$ cat src/rtl/encoder_param_registered.sv
// rtl/encoder_param_registered.sv - registered priority encoder with fixed or round-robin priority
module encoder_param_registered #(
  parameter int N_LINES = 8,
  parameter int RR_MODE = 0,
  localparam int OUT_W = $clog2(N_LINES)
) (
  input  logic               clk,
  input  logic               reset,
  input  logic               in_valid,
  input  logic [N_LINES-1:0] in_lines,
  output logic               in_ready,
  output logic               out_valid,
  output logic [OUT_W-1:0]   out_lines,
  input  logic               out_ready,
  output logic               out_multi,
  output logic               out_none
);

  logic               out_valid_q, out_valid_d;
  logic [OUT_W-1:0]   out_lines_q, out_lines_d;
  logic               out_multi_q, out_multi_d;
  logic               out_none_q,  out_none_d;
  logic [OUT_W-1:0]   ptr_q, ptr_d;

  logic [N_LINES-1:0] rot;
  logic [OUT_W-1:0]   fixed_idx;
  logic [OUT_W-1:0]   rot_idx;
  logic [OUT_W-1:0]   winner;
  logic               vec_none;
  logic               vec_multi;
  logic               in_xfer;

  assign in_ready = !out_valid_q || out_ready;
  assign in_xfer  = in_valid && in_ready;

  assign vec_none  = ~|in_lines;
  // clearing the lowest set bit leaves something only if two or more bits were set
  assign vec_multi = |(in_lines & (in_lines - N_LINES'(1)));

  // rotating right by ptr puts the search start at bit 0
  assign rot = N_LINES'({in_lines, in_lines} >> ptr_q);

  always_comb begin
    fixed_idx = '0;
    rot_idx   = '0;
    for (int i = N_LINES - 1; i >= 0; i--) begin
      if (in_lines[i]) fixed_idx = OUT_W'(i);
      if (rot[i])      rot_idx   = OUT_W'(i);
    end
  end

  // N_LINES is a power of two, so OUT_W-bit addition wraps modulo N_LINES
  always_comb begin
    winner = '0;
    if (!vec_none) begin
      if (RR_MODE != 0) winner = rot_idx + ptr_q;
      else              winner = fixed_idx;
    end
  end

  always_comb begin
    out_valid_d = out_valid_q;
    out_lines_d = out_lines_q;
    out_multi_d = out_multi_q;
    out_none_d  = out_none_q;
    ptr_d       = ptr_q;
    if (in_xfer) begin
      out_valid_d = 1'b1;
      out_lines_d = winner;
      out_multi_d = vec_multi;
      out_none_d  = vec_none;
      if (!vec_none) ptr_d = winner + OUT_W'(1);
    end else if (out_valid_q && out_ready) begin
      out_valid_d = 1'b0;
    end
  end

  always_ff @(posedge clk or posedge reset) begin
    if (reset) begin
      out_valid_q <= 1'b0;
      out_lines_q <= '0;
      out_multi_q <= 1'b0;
      out_none_q  <= 1'b0;
      ptr_q       <= '0;
    end else begin
      out_valid_q <= out_valid_d;
      out_lines_q <= out_lines_d;
      out_multi_q <= out_multi_d;
      out_none_q  <= out_none_d;
      ptr_q       <= ptr_d;
    end
  end

  assign out_valid = out_valid_q;
  assign out_lines = out_lines_q;
  assign out_multi = out_multi_q;
  assign out_none  = out_none_q;

endmodule

$ cat config.mk
export PLATFORM = sky130hd
export DESIGN_NAME = encoder_param_registered
export DESIGN_NICKNAME = d
export VERILOG_FILES = /design/src/rtl/encoder_param_registered.sv
export SDC_FILE = /design/constraint.sdc
export NUM_CORES = 1
export LEC_CHECK = 0
export CAP_MARGIN = 10
export CORE_AREA = 2 2 39 41
export DETAILED_ROUTE_END_ITERATION = 8
export DIE_AREA = 0 0 41 43
export SLEW_MARGIN = 20
export SYNTH_ARGS = -nofsm -noshare
export SYNTH_HDL_FRONTEND = slang
export SYNTH_SLANG_ARGS = --single-unit
$ cat constraint.sdc
create_clock -name clk -period 1.6 [get_ports clk]
set_clock_uncertainty 0.2 [all_clocks]
set_input_delay 0.24 -clock clk [delete_from_list [all_inputs] [get_ports clk]]
set_output_delay 0.24 -clock clk [all_outputs]
set_load 0.03 [all_outputs]
==> run summary <==
The row count came out at 14. The most numerous cell type found on the critical path is sky130_fd_sc_hd__buf_4. CTS built an H-tree with a depth of 1. Setup repair after global routing left no endpoint under its margin. The share of flip-flops with an asynchronous set or reset came out at 1.00.

The post-detailed-route count of antenna-violating nets is 0. The total leakage power is roughly 0.33 nW. The number of global-route vias before repair came out at around 380. The depth of the most critical reg-to-reg path came out at 3. The capturing element type of the critical path is an output port. The final count of hold timing violations is 0. By count the netlist is led by sky130_fd_sc_hd__dfrtp_1 (6), sky130_fd_sc_hd__nand2_1 (5), sky130_fd_sc_hd__inv_1 (4), sky130_fd_sc_hd__nor2_1 (4), sky130_fd_sc_hd__o21ai_0 (4). The final routed wirelength across all metal layers is ~930 um. The share of total power dissipated in combinational logic is 0.314. Across all layers, the routed design uses 414 vias.

In the synthesized netlist the dominant register cell turns out to be sky130_fd_sc_hd__dfrtp_1. The core area came out at between 1000 and 1500 um2. The cell taking the most area after synthesis is sky130_fd_sc_hd__dfrtp_1. The count of flip-flops with a built-in enable after synthesis is 0. The total half-perimeter wirelength after legalization and detailed placement is 775 um. For this configuration, the core starts out at a cell density of 0.259.

On the critical path, the stage with the largest delay is an instance of sky130_fd_sc_hd__clkdlybuf4s50_1. Sorting the synthesized cells by area gives the leading types as sky130_fd_sc_hd__dfrtp_1 (42%), sky130_fd_sc_hd__o21ai_0 (5.6%), sky130_fd_sc_hd__nand2_1 (5.2%). The total of warnings raised by yosys is 0.

Data on the critical path is required at its endpoint by between 1000 and 1500 ps. The sequential power share is 0.379. The sum of buffers and inverters on the critical path is 3. The number of port buffers came out at 18. The number of distinct library cell variants in the gate-level netlist after synthesis came out at 20. The area of the die came out at between 1500 and 2000 um2. The number of buffers inserted for hold repair after clock tree synthesis came out at 0.

The pin count of the biggest net entering global routing came out at 7. The gate count of the mapped netlist is 42. The final-report setup violation count is 0. The proportion of synthesized chip area in sequential cells is 0.418. The switching power is roughly 130 uW. The die extent in y is roughly 43 um.

The later-pin clock latency in the skew report came out at 240 ps. The arrival time at the worst endpoint is between 1000 and 1500 ps. The maximum number of buffers from clock root to sink is 2. The highest achievable clock rate came out at about 640 MHz. The total routing usage reported by global routing came out at 0.124. Each instance of the synthesized netlist takes up on average around 8.5 um2. The run finished with clean final reports. In the post-route analysis, the smallest setup slack over all paths is about 48 ps.

The wire length of the first global-routing pass is ~1500 um. Timing analysis after detailed placement gives a worst setup slack of -227 ps. The detail-routed net length per standard cell came out at about 10 um. The clock-pin slew reported for the worst setup and hold paths after clock tree synthesis is 40 ps. The weighted congestion reported at the end of routability-driven placement is roughly 0.74.

The tree is rooted in a sky130_fd_sc_hd__clkbuf_4. For this design the ratio of total power to cell area is 657 nW/um2. The die width came out at ~40 um. The maximum VDD drop is between 0.4 and 0.5 mV. The netlist area before placement is 359 um2. The largest stage delay on the critical path came out at about 390 ps. The total nets after synthesis came out at 54. The path class of the tightest hold or removal check is input pin to asynchronous set/reset pin.

The transition time of the tightest slew-check pin came out at approximately 320 ps. The first routing iteration left 7 violations. Post-CTS timing repair inserted 0 buffers for setup. The share of the synthesized area in the top cell type came out at 0.418. The residual overflow from global routing came out at 0.

The signal on the critical path passes through clkdlybuf4s50_1, nand2b_2, buf_4, buf_4. The count of state elements after synthesis came out at 6. The number of max-slew violations in the final report is 0. Dividing the final minimum period by the clock period gives 0.970. The share of total power dissipated in the clock network is 0.308. The count of maximum capacitance violations is 0. The number of optimization iterations in the first detailed-route pass is 4. The area growth from synthesis to layout is 86.4%. The depth of the critical timing path with buffers and inverters included is 4. The internal portion of total power came out at roughly 310 uW.

The final design utilization is 0.484. For the final routed database, the setup TNS stands at 0 ps. Counting the fill cells in the layout gives 150. The number of buffers created by CTS is 3. The detailed-route DRC error count is 0.

In the final design database the tool counted 87 nets. The fraction of layout cells with a size suffix above 1 came out at 0.260. Of the total power, the share spent switching nets is 0.286. The number of ports placed on the die boundary came out at 19. The startpoint kind of the worst setup timing path is an input pin. The minimum period implied by the final worst setup slack came out at roughly 1600 ps. The critical path in this run is classified as input pin to output port. After detailed routing, the number of vias per cell comes to approximately 4.7.

The TritonCTS sink count came out at 6. The largest fanout on the critical path came out at 3. The relative slew slack is 0.791.

The kind of cell with the highest combined delay along the critical path is buffers and inverters. The number of antenna diodes in the final layout is 0. By instance count, the leading cell after synthesis is sky130_fd_sc_hd__dfrtp_1.

The clock tree from TritonCTS is done. The initial antenna violation count is 0.
## per-stage QoR
stage	hold slack (ps)	area (um2)	power (mW)	cells
2_1_floorplan	-169	362	0.225	42
3_3_place_gp	270	634	0.312	86
3_5_place_dp	271	634	0.312	86
4_1_cts	6.99	649	0.446	89
5_1_grt	35.9	669	0.467	89
6_report	4.85	669	0.440	89
## final timing paths
path	slack, ps	to	start
min reg2reg	270	out_none$_DFFE_PP0P_	out_none$_DFFE_PP0P_
min in group clk	170	out_lines[1]$_DFFE_PP0P_	in_lines[1]
max	50	in_ready	out_ready
max in group asynchronous	1020	out_lines[2]$_DFFE_PP0P_	reset
max reg2reg	390	out_lines[1]$_DFFE_PP0P_	out_valid$_DFFE_PP0P_
min	5	out_multi$_DFFE_PP0P_	reset
## placed cells by master (no fill, tap or decap), drive strengths merged, types with 2 or more instances in the layout
master and instances:
buf 11, nand2b 2, o21ai 5, clkdlybuf4s50 9
o41ai 2, dlygate4sd2 6, nand2 6, a21oi 2
inv 4, nor3 3, dlymetal6s2s 2, dfrtp 6
nor2 4, clkbuf 3
## power groups by stage
| stage | logic (mW) | registers, mW | clock network (mW) |
|---|---|---|---|
| after floorplan | 0.0372 | 0.188 | 0 |
| after global placement | 0.143 | 0.169 | 0 |
| after detailed placement | 0.142 | 0.169 | 0 |
| after CTS | 0.137 | 0.167 | 0.143 |
| after global routing | 0.150 | 0.167 | 0.150 |
| final | 0.138 | 0.166 | 0.135 |
## sequential cells by signal, indices dropped and copies added, names as in the netlist
name and flops:
out_lines 3, out_none 1, out_multi 1, out_valid 1
## per-layer routing
layer,up-vias,part of all wire,global-route usage
met1,181,0.44,0.160
met3,2,0.065,0.0157
met2,14,0.47,0.184
li1,217,-,-
met5,-,0,0
met4,0,0.026,0.0800
## repair_timing
action                                  in CTS  in global routing
endpoints found under the hold margin        0                  0
cloned                                       0                  0
endpoints found under the setup margin       6                  2
pin swaps                                    0                  0
gates resized for setup                      6                  4
## kinds of logic after synthesis
group	Yosys count	share of synthesized area
simple gates	18	0.240
compound gates	13	0.272
flops	6	0.418
buf+inv	4	0.0418
fa+ha+maj	1	0.0279
## final cells by class
type	count	area (um2)	share of cell area
repair buffers	28	250	0.374
multi-input cells	32	211	0.316
flip-flops and latches	6	150	0.224
clock buffers	3	22.5	0.0336
well taps	16	20.0	0.0299
inverters	4	15.0	0.0224
(Power assumes the default switching activity.)
